$ cat src/rtl/operand_mux_arbiter_if.sv
// Operand request/response bundle shared by the two requesters and the mux arbiter.
// The master side drives requests and operands; the slave side drives acks and the captured result.
interface operand_mux_arbiter_if #(
  parameter int unsigned WIDTH = 4
);
  logic             req_a;
  logic [WIDTH-1:0] data_a;
  logic             req_b;
  logic [WIDTH-1:0] data_b;
  logic             ack_a;
  logic             ack_b;
  logic             sel;
  logic [WIDTH-1:0] y;
  logic             y_valid;
  logic             busy;

  modport master (
    output req_a, data_a, req_b, data_b,
    input  ack_a, ack_b, sel, y, y_valid, busy
  );

  modport slave (
    input  req_a, data_a, req_b, data_b,
    output ack_a, ack_b, sel, y, y_valid, busy
  );
endinterface

$ cat src/rtl/operand_mux_arbiter.sv
// Round-robin arbiter for the shared 2:1 operand mux. It holds sel for HOLD_CYCLES edges,
// then registers the selected operand and acks the requester with a 4-phase handshake.
module operand_mux_arbiter #(
  parameter int unsigned WIDTH       = 4,
  parameter int unsigned HOLD_CYCLES = 1
) (
  input logic                  clk,
  input logic                  rst_n,
  operand_mux_arbiter_if.slave bus
);

  localparam int unsigned CntW = $clog2(HOLD_CYCLES + 1);
  localparam logic [CntW-1:0] CntLoad = CntW'(HOLD_CYCLES - 1);

  typedef enum logic [2:0] {StIdle, StGrantA, StGrantB, StWaitA, StWaitB} state_e;

  state_e           state_q;
  logic [CntW-1:0]  cnt_q;
  logic             last_b_q;
  logic             served_q;
  logic             sel_q;
  logic             ack_a_q;
  logic             ack_b_q;
  logic             y_valid_q;
  logic [WIDTH-1:0] y_q;

  logic own_b;
  logic own_req;
  logic pick_b;

  assign own_b   = (state_q == StGrantB) || (state_q == StWaitB);
  assign own_req = own_b ? bus.req_b : bus.req_a;
  // served_q separates "nothing served since reset" (A wins) from "A was served last" (B wins).
  assign pick_b  = bus.req_b && (!bus.req_a || (served_q && !last_b_q));

  always_ff @(posedge clk or negedge rst_n) begin
    if (!rst_n) begin
      state_q   <= StIdle;
      cnt_q     <= '0;
      last_b_q  <= 1'b0;
      served_q  <= 1'b0;
      sel_q     <= 1'b0;
      ack_a_q   <= 1'b0;
      ack_b_q   <= 1'b0;
      y_valid_q <= 1'b0;
      y_q       <= '0;
    end else begin
      unique case (state_q)
        StIdle: begin
          y_valid_q <= 1'b0;
          if (bus.req_a || bus.req_b) begin
            state_q <= pick_b ? StGrantB : StGrantA;
            sel_q   <= pick_b;
            cnt_q   <= CntLoad;
          end
        end
        StGrantA, StGrantB: begin
          // A dropped request abandons the grant without touching y or the round-robin order.
          if (!own_req) begin
            state_q <= StIdle;
          end else if (cnt_q != '0) begin
            cnt_q <= cnt_q - CntW'(1);
          end else begin
            y_q       <= own_b ? bus.data_b : bus.data_a;
            y_valid_q <= 1'b1;
            ack_a_q   <= !own_b;
            ack_b_q   <= own_b;
            state_q   <= own_b ? StWaitB : StWaitA;
          end
        end
        StWaitA, StWaitB: begin
          y_valid_q <= 1'b0;
          if (!own_req) begin
            ack_a_q  <= 1'b0;
            ack_b_q  <= 1'b0;
            last_b_q <= own_b;
            served_q <= 1'b1;
            state_q  <= StIdle;
          end
        end
        default: state_q <= StIdle;
      endcase
    end
  end

  assign bus.sel     = sel_q;
  assign bus.ack_a   = ack_a_q;
  assign bus.ack_b   = ack_b_q;
  assign bus.y       = y_q;
  assign bus.y_valid = y_valid_q;
  assign bus.busy    = (state_q != StIdle);

endmodule

$ cat src/flat_wrapper.sv
// flat-port wrapper written by rule: the top's interface ports become plain ports
module operand_mux_arbiter_flat 
#(
  parameter int unsigned WIDTH       = 4,
  parameter int unsigned HOLD_CYCLES = 1
)
  (clk, rst_n, bus_req_a, bus_data_a, bus_req_b, bus_data_b, bus_ack_a, bus_ack_b, bus_sel, bus_y, bus_y_valid, bus_busy);
  operand_mux_arbiter_if #(.WIDTH(WIDTH)) bus_i ();
  input logic clk;
  input logic rst_n;
  input wire logic [$bits(bus_i.req_a)-1:0] bus_req_a;
  input wire logic [$bits(bus_i.data_a)-1:0] bus_data_a;
  input wire logic [$bits(bus_i.req_b)-1:0] bus_req_b;
  input wire logic [$bits(bus_i.data_b)-1:0] bus_data_b;
  output wire logic [$bits(bus_i.ack_a)-1:0] bus_ack_a;
  output wire logic [$bits(bus_i.ack_b)-1:0] bus_ack_b;
  output wire logic [$bits(bus_i.sel)-1:0] bus_sel;
  output wire logic [$bits(bus_i.y)-1:0] bus_y;
  output wire logic [$bits(bus_i.y_valid)-1:0] bus_y_valid;
  output wire logic [$bits(bus_i.busy)-1:0] bus_busy;
  assign bus_i.req_a = bus_req_a;
  assign bus_i.data_a = bus_data_a;
  assign bus_i.req_b = bus_req_b;
  assign bus_i.data_b = bus_data_b;
  assign bus_ack_a = bus_i.ack_a;
  assign bus_ack_b = bus_i.ack_b;
  assign bus_sel = bus_i.sel;
  assign bus_y = bus_i.y;
  assign bus_y_valid = bus_i.y_valid;
  assign bus_busy = bus_i.busy;
  operand_mux_arbiter #(.WIDTH(WIDTH), .HOLD_CYCLES(HOLD_CYCLES)) u_core (.clk(clk), .rst_n(rst_n), .bus(bus_i));
endmodule
$ cat config.mk
export PLATFORM = sky130hd
export DESIGN_NAME = operand_mux_arbiter_flat
export DESIGN_NICKNAME = d
export VERILOG_FILES = /design/src/rtl/operand_mux_arbiter_if.sv /design/src/rtl/operand_mux_arbiter.sv /design/src/flat_wrapper.sv
export SDC_FILE = /design/constraint.sdc
export NUM_CORES = 1
export LEC_CHECK = 0
export CELL_PAD_IN_SITES_DETAIL_PLACEMENT = 1
export CELL_PAD_IN_SITES_GLOBAL_PLACEMENT = 2
export CORE_ASPECT_RATIO = 1.4
export CORE_MARGIN = 4
export CORE_UTILIZATION = 27
export CTS_CLUSTER_SIZE = 16
export DETAILED_ROUTE_END_ITERATION = 12
export PLACE_DENSITY_LB_ADDON = 0.1
export SYNTH_ARGS = -nofsm -noshare
export SYNTH_HDL_FRONTEND = slang
export SYNTH_SLANG_ARGS = --single-unit
$ cat constraint.sdc
create_clock -name clk -period 1.7 [get_ports clk]
set_input_delay 0.34 -clock clk [delete_from_list [all_inputs] [get_ports clk]]
set_output_delay 0.34 -clock clk [all_outputs]
set_load 0.01 [all_outputs]
==> impl_metrics.xml, run 1 <==
<?xml version="1.0" encoding="UTF-8"?>
<metrics>
  <group name="clock_network">
    <metric name="clock_tree.htree_level_count" unit="">1</metric>
    <metric name="root_buffer" unit="">sky130_fd_sc_hd__clkbuf_4</metric>
    <metric name="cts.reportedPaths.clkPinSlew" unit="ns">0.10</metric>
    <metric name="number_of_buffers_inserted_during_clock_tree_synthesis" unit="">3</metric>
    <metric name="clock_latency" unit="ns">0.28</metric>
    <metric name="tritoncts_clock_tree" unit="">done</metric>
    <metric name="clock-sinks" unit="">13</metric>
    <metric name="ctsLongestPathBuffers" unit="">2</metric>
  </group>
  <group name="synth">
    <metric name="synth.top_cells.by_count" unit="">13 x sky130_fd_sc_hd__dfrtp_1, 9 x sky130_fd_sc_hd__a21oi_1, 7 x sky130_fd_sc_hd__inv_1, 5 x sky130_fd_sc_hd__nor2_1</metric>
    <metric name="count_of_flip_flops_with_a_built_in_enable_after_synthesis" unit="">0</metric>
    <metric name="syn-cell-area" unit="um2">747</metric>
    <metric name="synth_cell_types" unit="">28</metric>
    <metric name="synthDominantCellAreaShare" unit="%">43.6</metric>
    <metric name="post-synth-top-count-cell" unit="">sky130_fd_sc_hd__dfrtp_1</metric>
    <metric name="seq_area_frac_synth" unit="%">43.6</metric>
    <metric name="synth_nets" unit="">90</metric>
    <metric name="synth.yosys.warnings" unit="">0</metric>
    <metric name="syn_inst" unit="">78</metric>
    <metric name="synth_seq_cells" unit="">13</metric>
    <metric name="postSynth.asyncResetShare" unit="%">100</metric>
    <metric name="postSynth.topFlopCell" unit="">sky130_fd_sc_hd__dfrtp_1</metric>
    <metric name="ys_top_cells_by_area" unit="">sky130_fd_sc_hd__dfrtp_1 44%, sky130_fd_sc_hd__a21oi_1 6.0%, sky130_fd_sc_hd__buf_6 6.0%</metric>
    <metric name="synth.avg_cell_area" unit="um2">9.58</metric>
    <metric name="synth_area_leader" unit="">sky130_fd_sc_hd__dfrtp_1</metric>
  </group>
  <group name="critical_path">
    <metric name="setup.worst_path.end_class" unit="">primary output</metric>
    <metric name="startpoint" unit="">u_core.bus.ack_b$_DFFE_PN0P_</metric>
    <metric name="timing.critical_path.from_type" unit="">flop</metric>
    <metric name="worst_path_dominant_cell_family" unit="">buffers and inverters</metric>
    <metric name="ff2ff_setup_slack" unit="ns">0.22</metric>
    <metric name="path_class" unit="">flop to primary output</metric>
    <metric name="critPathMaxStageDelay" unit="ns">0.56</metric>
    <metric name="crit-reg2reg-capture" unit="">u_core.bus.y[0]$_DFFE_PN0P_</metric>
    <metric name="cp-endpoint" unit="">bus_ack_b</metric>
    <metric name="cp_cell_sequence" unit="">clkdlybuf4s50_1</metric>
    <metric name="path_buf_inv" unit="">1</metric>
    <metric name="number_of_cells_on_the_worst_reg_to_reg_path" unit="">4</metric>
    <metric name="worst-path-stages" unit="">1</metric>
    <metric name="worstReg2RegStart" unit="">u_core.state_q[0]$_DFFE_PN0P_</metric>
    <metric name="cp_slowest_cell" unit="">sky130_fd_sc_hd__clkdlybuf4s50_1</metric>
    <metric name="critPathMaxFanout" unit="">5</metric>
    <metric name="worstPathRequired" unit="ns">1.36</metric>
    <metric name="critical_path_arrival" unit="ns">1.26</metric>
  </group>
  <group name="place">
    <metric name="gpl.final_weighted_congestion" unit="">0.677</metric>
    <metric name="io_buffer_count" unit="">20</metric>
    <metric name="dp_hpwl" unit="um">1610</metric>
    <metric name="place_worst_setup_slack" unit="ns">-0.00194</metric>
  </group>
  <group name="final_layout">
    <metric name="synthToLayoutAreaGrowth" unit="%">35.5</metric>
    <metric name="fin_nets" unit="">115</metric>
    <metric name="multi_input_comb_area" unit="um2">330</metric>
    <metric name="n_diodes" unit="">0</metric>
    <metric name="fill_cell_instance_count_of_the_final_layout" unit="">329</metric>
    <metric name="layout-drive-gt1-share" unit="%">12.7</metric>
    <metric name="seq_area" unit="um2">325</metric>
  </group>
  <group name="die">
    <metric name="floorplan.io_pins" unit="">21</metric>
    <metric name="initial_utilization" unit="%">28.3</metric>
    <metric name="die_w" unit="um">52.5</metric>
    <metric name="die_area" unit="um2">3680</metric>
    <metric name="row_count" unit="">22</metric>
    <metric name="coreArea" unit="um2">2640</metric>
    <metric name="dieHeight" unit="um">70.2</metric>
  </group>
  <group name="route">
    <metric name="vias_per_cell" unit="">4.98</metric>
    <metric name="wl" unit="um">2150</metric>
    <metric name="routed_wire_length_per_instance" unit="um">15.6</metric>
    <metric name="num_vias" unit="">687</metric>
    <metric name="detail_route.first_pass.iterations" unit="">2</metric>
    <metric name="drc" unit="">0</metric>
    <metric name="drt_iter0_markers" unit="">16</metric>
    <metric name="detail-route-antenna-nets" unit="">0</metric>
  </group>
  <group name="global_route">
    <metric name="grt_start_max_net_pins" unit="">18</metric>
    <metric name="antenna_found_initial" unit="">0</metric>
    <metric name="grt_usage" unit="%">14.0</metric>
    <metric name="grt_first_pass_wirelength" unit="um">3770</metric>
    <metric name="number_of_global_route_vias_before_repair" unit="">783</metric>
    <metric name="grt_remaining_overflow" unit="">0</metric>
  </group>
  <group name="status">
    <metric name="status" unit="">finished, final reports clean</metric>
  </group>
  <group name="sta">
    <metric name="final_critical_delay_including_setup_and_external_delays" unit="ns">1.60</metric>
    <metric name="finalWorstSetupSlack" unit="ns">0.0955</metric>
    <metric name="fmax" unit="MHz">623</metric>
    <metric name="fin_setup_tns" unit="ns">0</metric>
    <metric name="clock_skew" unit="ns">0.00954</metric>
    <metric name="slew_viol_final" unit="">0</metric>
    <metric name="setup_violations" unit="">0</metric>
    <metric name="tightestPinTransition" unit="ns">0.391</metric>
    <metric name="slew_headroom" unit="%">73.8</metric>
    <metric name="unrepaired_setup_endpoints_after_global_routing" unit="">no</metric>
    <metric name="fin_hold_ws" unit="ns">0.361</metric>
    <metric name="final_hold_viol_count" unit="">0</metric>
    <metric name="period_share" unit="%">94.4</metric>
  </group>
  <group name="pwr">
    <metric name="power_density" unit="nW/um2">1320</metric>
    <metric name="leak" unit="nW">0.440</metric>
    <metric name="peakVddDrop" unit="uV">584</metric>
  </group>
  <group name="hold_path">
    <metric name="hp-class" unit="">input pin to async pin</metric>
  </group>
  <group name="run">
    <metric name="max_cap_check_violation_count" unit="">0</metric>
  </group>
</metrics>
## cell families after synthesis
kind of cell	share of synthesized area, %
compound gates	23.8
simple gates	18.6
buf+inv	12.9
flops	43.6
xor+xnor	1.17
## placed cells by master, fill, tap and decap left out
cell type / Yosys / layout
sky130_fd_sc_hd__a21boi_1: 1 / 1
sky130_fd_sc_hd__nand3b_1: 2 / 2
sky130_fd_sc_hd__nand2_1: 3 / 3
sky130_fd_sc_hd__or3b_1: 2 / 2
sky130_fd_sc_hd__o21a_1: 2 / 2
sky130_fd_sc_hd__nor2b_1: 1 / 1
sky130_fd_sc_hd__a21o_1: 2 / 2
sky130_fd_sc_hd__o211ai_1: 1 / 1
sky130_fd_sc_hd__clkbuf_1: 0 / 1
sky130_fd_sc_hd__nor2_1: 5 / 5
sky130_fd_sc_hd__dfrtp_1: 13 / 13
sky130_fd_sc_hd__dlygate4sd2_1: 0 / 1
sky130_fd_sc_hd__and4bb_1: 1 / 1
sky130_fd_sc_hd__nor4_1: 2 / 2
sky130_fd_sc_hd__o21ai_0: 2 / 2
sky130_fd_sc_hd__clkdlybuf4s50_1: 0 / 19
sky130_fd_sc_hd__a22o_1: 2 / 2
sky130_fd_sc_hd__inv_1: 7 / 7
sky130_fd_sc_hd__clkbuf_4: 0 / 3
sky130_fd_sc_hd__a31oi_1: 2 / 2
sky130_fd_sc_hd__buf_4: 2 / 8
sky130_fd_sc_hd__or3_1: 1 / 1
sky130_fd_sc_hd__nor3_1: 4 / 3
sky130_fd_sc_hd__o211a_1: 1 / 1
sky130_fd_sc_hd__a21oi_1: 9 / 9
sky130_fd_sc_hd__xnor2_1: 1 / 1
sky130_fd_sc_hd__and3_1: 1 / 1
sky130_fd_sc_hd__o32a_1: 2 / 2
sky130_fd_sc_hd__nor3_2: 0 / 1
sky130_fd_sc_hd__o32ai_1: 2 / 2
sky130_fd_sc_hd__and4bb_2: 1 / 1
## worst reg2reg max path, cell delays in order (launching register included)
cell	delay (ns)
sky130_fd_sc_hd__dfrtp_1	0.40
sky130_fd_sc_hd__buf_4	0.20
sky130_fd_sc_hd__and4bb_1	0.45
sky130_fd_sc_hd__o32ai_1	0.15
sky130_fd_sc_hd__o32a_1	0.17
## final cells by class
cell class              instances  share of cell area [%]
repair buffers                 28                    25.6
multi-input cells              50                    32.6
flip-flops and latches         13                    32.1
clock buffers                   4                    2.60
well taps                      36                    4.45
inverters                       7                    2.60
## timing repair
action	in CTS	in global routing
buffers inserted	1	0
setup endpoints to repair	1	0
hold buffers	0	0
gates resized for setup	2	0
## per-layer routing
layer	wire length (um)	vias to the layer above	global-route usage (%)
met2	1190	18	24.6
met5	0	-	0
met4	37	0	6.82
met3	105	4	2.56
li1	-	330	-
met1	820	335	15.3
## power by group
group,total [mW],switching (mW),internal [mW]
logic,0.639,0.292,0.347
clock network,0.207,0.116,0.0911
registers,0.487,0.0731,0.414
total,1.33,0.481,0.852
## how the worst min path moves through the flow
| stage | start | slack [ns] | cells after the start | endpoint |
|---|---|---|---|---|
| after global placement | u_core.served_q$_DFFE_PN0P_ | 0.46 | 2 | u_core.served_q$_DFFE_PN0P_ |
| final | rst_n | 0.36 | 2 | u_core.bus.ack_b$_DFFE_PN0P_ |
| after floorplan | rst_n | 0.04 | 0 | u_core.bus.ack_a$_DFFE_PN0P_ |
| after global routing | rst_n | 0.38 | 2 | u_core.bus.sel$_DFFE_PN0P_ |
| after CTS | rst_n | 0.37 | 2 | u_core.bus.sel$_DFFE_PN0P_ |
| after detailed placement | u_core.served_q$_DFFE_PN0P_ | 0.47 | 2 | u_core.served_q$_DFFE_PN0P_ |
## stage by stage
stage	util [%]	cells	area, um2	total power [mW]
6_report	38.3	138	1010	1.33
5_1_grt	38.3	138	1010	1.44
4_1_cts	38.3	138	1010	1.36
3_5_place_dp	36.9	133	975	1.13
3_3_place_gp	36.9	133	975	1.12
2_1_floorplan	-	78	747	0.842
## state kept, by name, indices dropped and copies added (netlist names)
| name | flops |
|---|---|
| u_core.bus.y_valid | 1 |
| u_core.bus.ack_b | 1 |
| u_core.bus.y | 4 |
| u_core.bus.ack_a | 1 |
| u_core.bus.sel | 1 |
| u_core.served_q | 1 |
| u_core.state_q | 3 |
| u_core.last_b_q | 1 |
No activity file was read; power rests on OpenSTA's default activity.
==> inputs of run 2 (changes only) <==
--- a/config.mk
+++ b/config.mk
@@ -9,9 +9,10 @@
 export CELL_PAD_IN_SITES_GLOBAL_PLACEMENT = 2
 export CORE_ASPECT_RATIO = 1.4
 export CORE_MARGIN = 4
-export CORE_UTILIZATION = 27
+export CORE_UTILIZATION = 33
 export CTS_CLUSTER_SIZE = 16
 export DETAILED_ROUTE_END_ITERATION = 12
+export DONT_BUFFER_PORTS = 1
 export PLACE_DENSITY_LB_ADDON = 0.1
 export SYNTH_ARGS = -nofsm -noshare
 export SYNTH_HDL_FRONTEND = slang
==> run 2 against run 1 <==
Against the previous run: via count down 16%; sequential power rose by 19%; maximum frequency up 2.6%; utilization down 3.7 points; clock skew is 0.0035 ns lower; die area down 16%; register-to-register slack better by 0.04 ns; sequential cell count is the same; critical endpoint is now bus_busy; clock power shrank 2%; largest cell class unchanged; global-route usage fell by 0.29 points; combinational power down 52%.
==> impl_metrics.xml, run 2 (same netlist as run 1, synthesis figures left out) <==
<?xml version="1.0" encoding="UTF-8"?>
<metrics>
  <group name="status">
    <metric name="status" unit="">finished, final reports clean</metric>
  </group>
  <group name="place">
    <metric name="gpl.final_weighted_congestion" unit="">0.692</metric>
    <metric name="dp_hpwl" unit="um">1250</metric>
    <metric name="io_buffer_count" unit="">0</metric>
  </group>
  <group name="run">
    <metric name="max_cap_check_violation_count" unit="">0</metric>
  </group>
  <group name="critical_path">
    <metric name="timing.critical_path.from_type" unit="">flop</metric>
    <metric name="cp-endpoint" unit="">bus_busy</metric>
    <metric name="worstReg2RegStart" unit="">u_core.state_q[0]$_DFFE_PN0P_</metric>
    <metric name="number_of_cells_on_the_worst_reg_to_reg_path" unit="">3</metric>
    <metric name="critPathMaxStageDelay" unit="ns">0.53</metric>
    <metric name="cp_cell_sequence" unit="">nor3_2 &gt; inv_1</metric>
    <metric name="path_class" unit="">flop to primary output</metric>
    <metric name="ff2ff_setup_slack" unit="ns">0.26</metric>
    <metric name="cp_slowest_cell" unit="">sky130_fd_sc_hd__dfrtp_1</metric>
    <metric name="startpoint" unit="">u_core.state_q[0]$_DFFE_PN0P_</metric>
    <metric name="setup.worst_path.end_class" unit="">primary output</metric>
    <metric name="critical_path_arrival" unit="ns">1.22</metric>
    <metric name="worstPathRequired" unit="ns">1.36</metric>
    <metric name="worst_path_dominant_cell_family" unit="">flip-flops</metric>
    <metric name="critPathMaxFanout" unit="">13</metric>
    <metric name="path_buf_inv" unit="">1</metric>
    <metric name="crit-reg2reg-capture" unit="">u_core.bus.y[3]$_DFFE_PN0P_</metric>
    <metric name="worst-path-stages" unit="">2</metric>
  </group>
  <group name="clock_network">
    <metric name="root_buffer" unit="">sky130_fd_sc_hd__clkbuf_4</metric>
    <metric name="cts_post_setup_buffers_inserted" unit="">0</metric>
    <metric name="clock_latency" unit="ns">0.28</metric>
    <metric name="clock_tree.htree_level_count" unit="">1</metric>
    <metric name="number_of_buffers_inserted_during_clock_tree_synthesis" unit="">3</metric>
    <metric name="cts.reportedPaths.clkPinSlew" unit="ns">0.08</metric>
    <metric name="ctsLongestPathBuffers" unit="">2</metric>
    <metric name="tritoncts_clock_tree" unit="">done</metric>
    <metric name="clock-sinks" unit="">13</metric>
  </group>
  <group name="pwr">
    <metric name="overall_power_consumption" unit="mW">1.09</metric>
    <metric name="power_density" unit="nW/um2">1440</metric>
    <metric name="leak" unit="nW">0.331</metric>
    <metric name="peakVddDrop" unit="uV">644</metric>
  </group>
  <group name="route">
    <metric name="detail-route-antenna-nets" unit="">0</metric>
    <metric name="drt_iter0_markers" unit="">5</metric>
    <metric name="wl" unit="um">1730</metric>
    <metric name="routed_wire_length_per_instance" unit="um">17.7</metric>
    <metric name="vias_per_cell" unit="">5.86</metric>
    <metric name="num_vias" unit="">574</metric>
    <metric name="drc" unit="">0</metric>
    <metric name="detail_route.first_pass.iterations" unit="">2</metric>
  </group>
  <group name="sta">
    <metric name="slew_viol_final" unit="">0</metric>
    <metric name="clock_skew" unit="ns">0.00604</metric>
    <metric name="fin_setup_tns" unit="ns">0</metric>
    <metric name="final_critical_delay_including_setup_and_external_delays" unit="ns">1.56</metric>
    <metric name="unrepaired_setup_endpoints_after_global_routing" unit="">no</metric>
    <metric name="tightestPinTransition" unit="ns">0.631</metric>
    <metric name="final_hold_viol_count" unit="">0</metric>
    <metric name="setup_violations" unit="">0</metric>
    <metric name="fin_hold_ws" unit="ns">0.148</metric>
    <metric name="slew_headroom" unit="%">57.8</metric>
    <metric name="period_share" unit="%">92.0</metric>
    <metric name="fmax" unit="MHz">640</metric>
  </group>
  <group name="die">
    <metric name="coreArea" unit="um2">2180</metric>
    <metric name="row_count" unit="">20</metric>
    <metric name="initial_utilization" unit="%">34.3</metric>
    <metric name="floorplan.io_pins" unit="">21</metric>
    <metric name="dieHeight" unit="um">64.3</metric>
    <metric name="die_area" unit="um2">3100</metric>
    <metric name="die_w" unit="um">48.2</metric>
  </group>
  <group name="hold_path">
    <metric name="min_from" unit="">bus_req_a</metric>
    <metric name="hp-class" unit="">input pin to flop</metric>
  </group>
  <group name="global_route">
    <metric name="number_of_global_route_vias_before_repair" unit="">625</metric>
    <metric name="grt_usage" unit="%">13.7</metric>
    <metric name="grt_first_pass_wirelength" unit="um">3060</metric>
    <metric name="antenna_found_initial" unit="">0</metric>
    <metric name="grt_start_max_net_pins" unit="">14</metric>
    <metric name="grt_remaining_overflow" unit="">0</metric>
  </group>
  <group name="final_layout">
    <metric name="n_diodes" unit="">0</metric>
    <metric name="layout.cells.most_common" unit="">sky130_fd_sc_hd__dfrtp_1</metric>
    <metric name="largest_register_ffs" unit="">4</metric>
    <metric name="most-common-layout-cells" unit="">13 x sky130_fd_sc_hd__dfrtp_1, 9 x sky130_fd_sc_hd__a21oi_1, 7 x sky130_fd_sc_hd__inv_1, 5 x sky130_fd_sc_hd__nor2_1</metric>
    <metric name="layout-drive-gt1-share" unit="%">7.89</metric>
    <metric name="utilization" unit="%">34.6</metric>
    <metric name="fin_nets" unit="">89</metric>
    <metric name="synthToLayoutAreaGrowth" unit="%">0.838</metric>
  </group>
</metrics>
[run 2: area by class of cell]
type	instances	area, um2
sequential	13	325
fill	259	1420
multi-input combinational	50	330
tap	22	27.5
timing repair buffer	2	17.5
inverter	7	26.3
clock buffer	4	26.3
[run 2: worst min path at each step]
stage / endpoint / slack, ns / depth (start not counted)
floorplan: u_core.bus.ack_a$_DFFE_PN0P_ / 0.04 / 0
global placement: u_core.state_q[0]$_DFFE_PN0P_ / 0.04 / 0
detailed placement: u_core.bus.sel$_DFFE_PN0P_ / 0.04 / 0
CTS: u_core.bus.sel$_DFFE_PN0P_ / 0.14 / 1
global route: u_core.bus.sel$_DFFE_PN0P_ / 0.13 / 1
finish: u_core.bus.sel$_DFFE_PN0P_ / 0.15 / 1
[run 2: worst register-to-register path: cells and delay by family, from the launching register on]
family	cells	cell delay, ns
DFF	1	0.53
and+or+nand+nor	1	0.50
AOI/OAI and AO/OA	2	0.31
[run 2: stage by stage]
step / area, um2 / std cells / setup WS (ns)
5_1_grt: 753 / 98 / 0.0282
6_report: 753 / 98 / 0.137
3_5_place_dp: 712 / 93 / 0.283
4_1_cts: 748 / 98 / 0.00969
3_3_place_gp: 712 / 93 / 0.276
2_1_floorplan: 747 / 78 / 0.445
[run 2: metal layers]
layer  track usage, %  wire [um]
met1             17.1        743
met2             21.2        855
met3             3.94        109
met4             5.05         25
met5                0          0
[run 2: power by group]
part           switching (mW)  internal, mW  total [mW]
clock network           0.112        0.0910       0.203
logic                   0.148         0.157       0.305
registers               0.165         0.413       0.578
total                   0.425         0.661        1.09
[run 2: timing repair]
| action | in CTS | in global routing |
|---|---|---|
| gates resized for setup | 0 | 1 |
| hold endpoints to repair | 13 | 0 |
| setup endpoints to repair | 0 | 1 |
| hold buffers | 1 | 0 |
==> inputs of run 3 (changes only) <==
--- a/config.mk
+++ b/config.mk
@@ -9,11 +9,12 @@
 export CELL_PAD_IN_SITES_GLOBAL_PLACEMENT = 2
 export CORE_ASPECT_RATIO = 1.4
 export CORE_MARGIN = 4
-export CORE_UTILIZATION = 33
+export CORE_UTILIZATION = 32
 export CTS_CLUSTER_SIZE = 16
 export DETAILED_ROUTE_END_ITERATION = 12
 export DONT_BUFFER_PORTS = 1
 export PLACE_DENSITY_LB_ADDON = 0.1
+export SKIP_CTS_REPAIR_TIMING = 1
 export SYNTH_ARGS = -nofsm -noshare
 export SYNTH_HDL_FRONTEND = slang
 export SYNTH_SLANG_ARGS = --single-unit
==> constraint.sdc (replaced) <==
create_clock -name clk -period 1.3 [get_ports clk]
set_input_delay 0.26 -clock clk [delete_from_list [all_inputs] [get_ports clk]]
set_output_delay 0.26 -clock clk [all_outputs]
set_load 0.01 [all_outputs]
==> run 3 against run 2 <==
Against the previous run: the run now ends with setup timing left; register-to-register slack worse by 0.32 ns; worst setup slack worse by 0.23 ns; critical path type unchanged; routed wire length up 15%; clock power grew 33%; worst hold slack worse by 0.097 ns; critical endpoint unchanged; combinational power grew 130%.
==> impl_metrics.xml, run 3 (same netlist as run 1, synthesis figures left out) <==
<?xml version="1.0" encoding="UTF-8"?>
<metrics>
  <group name="pwr">
    <metric name="leak" unit="nW">0.427</metric>
    <metric name="peakVddDrop" unit="uV">880</metric>
    <metric name="power_density" unit="nW/um2">1800</metric>
  </group>
  <group name="place">
    <metric name="io_buffer_count" unit="">0</metric>
    <metric name="place_worst_setup_slack" unit="ns">-0.112</metric>
    <metric name="gpl.final_weighted_congestion" unit="">0.695</metric>
    <metric name="dp_hpwl" unit="um">1340</metric>
  </group>
  <group name="sta">
    <metric name="unrepaired_setup_endpoints_after_global_routing" unit="">yes</metric>
    <metric name="final_critical_delay_including_setup_and_external_delays" unit="ns">1.40</metric>
    <metric name="period_share" unit="%">108</metric>
    <metric name="slew_headroom" unit="%">57.7</metric>
    <metric name="tightestPinTransition" unit="ns">0.632</metric>
    <metric name="clock_skew" unit="ns">0.00310</metric>
    <metric name="finalWorstSetupSlack" unit="ns">-0.0978</metric>
    <metric name="fmax" unit="MHz">715</metric>
    <metric name="slew_viol_final" unit="">0</metric>
    <metric name="setup_violations" unit="">6</metric>
    <metric name="fin_hold_ws" unit="ns">0.0513</metric>
    <metric name="final_hold_viol_count" unit="">0</metric>
  </group>
  <group name="route">
    <metric name="detail_route.first_pass.iterations" unit="">4</metric>
    <metric name="wl" unit="um">2000</metric>
    <metric name="drt_iter0_markers" unit="">6</metric>
    <metric name="vias_per_cell" unit="">5.55</metric>
    <metric name="routed_wire_length_per_instance" unit="um">17.4</metric>
    <metric name="drc" unit="">0</metric>
    <metric name="num_vias" unit="">638</metric>
    <metric name="detail-route-antenna-nets" unit="">0</metric>
  </group>
  <group name="die">
    <metric name="floorplan.io_pins" unit="">21</metric>
    <metric name="dieHeight" unit="um">65.2</metric>
    <metric name="die_w" unit="um">48.8</metric>
    <metric name="coreArea" unit="um2">2200</metric>
    <metric name="row_count" unit="">20</metric>
    <metric name="initial_utilization" unit="%">33.9</metric>
    <metric name="die_area" unit="um2">3180</metric>
  </group>
  <group name="final_layout">
    <metric name="layout-drive-gt1-share" unit="%">38.7</metric>
    <metric name="layout.cells.most_common" unit="">sky130_fd_sc_hd__buf_4</metric>
    <metric name="fin_nets" unit="">106</metric>
    <metric name="n_diodes" unit="">0</metric>
    <metric name="synthToLayoutAreaGrowth" unit="%">28.0</metric>
    <metric name="most-common-layout-cells" unit="">13 x sky130_fd_sc_hd__buf_4, 10 x sky130_fd_sc_hd__dfrtp_1, 6 x sky130_fd_sc_hd__a21oi_1, 6 x sky130_fd_sc_hd__inv_1, 5 x sky130_fd_sc_hd__buf_6</metric>
    <metric name="largest_register_ffs" unit="">4</metric>
  </group>
  <group name="global_route">
    <metric name="grt_usage" unit="%">13.6</metric>
    <metric name="grt_first_pass_wirelength" unit="um">3240</metric>
    <metric name="grt_start_max_net_pins" unit="">14</metric>
    <metric name="grt_remaining_overflow" unit="">0</metric>
    <metric name="number_of_global_route_vias_before_repair" unit="">673</metric>
    <metric name="antenna_found_initial" unit="">0</metric>
  </group>
  <group name="clock_network">
    <metric name="number_of_buffers_inserted_during_clock_tree_synthesis" unit="">3</metric>
    <metric name="ctsLongestPathBuffers" unit="">2</metric>
    <metric name="tritoncts_clock_tree" unit="">done</metric>
    <metric name="clock_tree.htree_level_count" unit="">1</metric>
    <metric name="clock-sinks" unit="">13</metric>
    <metric name="clock_latency" unit="ns">0.29</metric>
    <metric name="cts.reportedPaths.clkPinSlew" unit="ns">0.09</metric>
    <metric name="root_buffer" unit="">sky130_fd_sc_hd__clkbuf_4</metric>
  </group>
  <group name="run">
    <metric name="max_cap_check_violation_count" unit="">0</metric>
  </group>
  <group name="critical_path">
    <metric name="worstPathRequired" unit="ns">1.04</metric>
    <metric name="timing.critical_path.from_type" unit="">flop</metric>
    <metric name="critPathMaxStageDelay" unit="ns">0.45</metric>
    <metric name="cp_cell_sequence" unit="">buf_6 &gt; nor3_4 &gt; inv_2</metric>
    <metric name="setup.worst_path.end_class" unit="">primary output</metric>
    <metric name="critical_path_arrival" unit="ns">1.14</metric>
    <metric name="critPathMaxFanout" unit="">5</metric>
    <metric name="path_class" unit="">flop to primary output</metric>
    <metric name="cp_slowest_cell" unit="">sky130_fd_sc_hd__dfrtp_2</metric>
  </group>
  <group name="status">
    <metric name="status" unit="">complete, but fails checks</metric>
    <metric name="violations" unit="">setup timing</metric>
  </group>
  <group name="hold_path">
    <metric name="hp-class" unit="">input pin to flop</metric>
  </group>
</metrics>
[run 3: changes by cell type in the layout (fill, tap and decap cells not counted), sizes merged]
cell / previous run / this run
buf: 1 / 18
[run 3: area by class of cell]
type	count	area [um2]
fill	265	1250
multi-input combinational	50	383
sequential	13	329
timing repair buffer	19	164
tap	22	27.5
clock buffer	4	26.3
inverter	7	26.3
[run 3: where the power goes]
part	switching [mW]	internal (mW)	total, mW
logic	0.303	0.412	0.715
clock network	0.151	0.120	0.271
registers	0.192	0.546	0.737
total	0.646	1.08	1.72
[run 3: worst paths after layout]
check / start / end / slack (ns) / depth (start not counted)
worst min register to register: u_core.served_q$_DFFE_PN0P_ / u_core.served_q$_DFFE_PN0P_ / 0.50 / 2
worst max register to register: u_core.state_q[2]$_DFFE_PN0P_ / u_core.bus.y[3]$_DFFE_PN0P_ / -0.06 / 4
worst min-delay path: bus_req_a / u_core.bus.sel$_DFFE_PN0P_ / 0.05 / 1
max in group asynchronous: rst_n / u_core.state_q[1]$_DFFE_PN0P_ / 0.43 / 1
worst max-delay path: u_core.state_q[2]$_DFFE_PN0P_ / bus_busy / -0.1 / 3
min in group asynchronous: rst_n / u_core.bus.y_valid$_DFFE_PN0P_ / 0.42 / 1
[run 3: critical path, delay by kind of cell (launching register included)]
kind,cells,cell delay [ns]
buffers and inverters,2,0.21
flip-flops,1,0.45
AND/OR/NAND/NOR,1,0.19
[run 3: through the flow]
| step | power, mW | TNS [ns] | instance area (um2) | instances | util (%) |
|---|---|---|---|---|---|
| finish | 1.72 | -0.323 | 956 | 115 | 43.4 |
| detailed placement | 1.23 | -0.582 | 764 | 100 | 34.7 |
| global placement | 1.22 | -0.293 | 764 | 100 | 34.7 |
| CTS | 1.50 | -0.887 | 791 | 104 | 35.9 |
| floorplan | 1.10 | 0 | 747 | 78 | - |
| global route | 1.88 | -0.824 | 956 | 115 | 43.4 |
[run 3: layer usage]
layer,up-vias,share of wire (%),GRT usage [%]
li1,310,-,-
met1,306,42,15.1
met2,17,50,23.2
met3,5,5.1,3.40
met4,0,2.4,8.08
met5,-,0,0
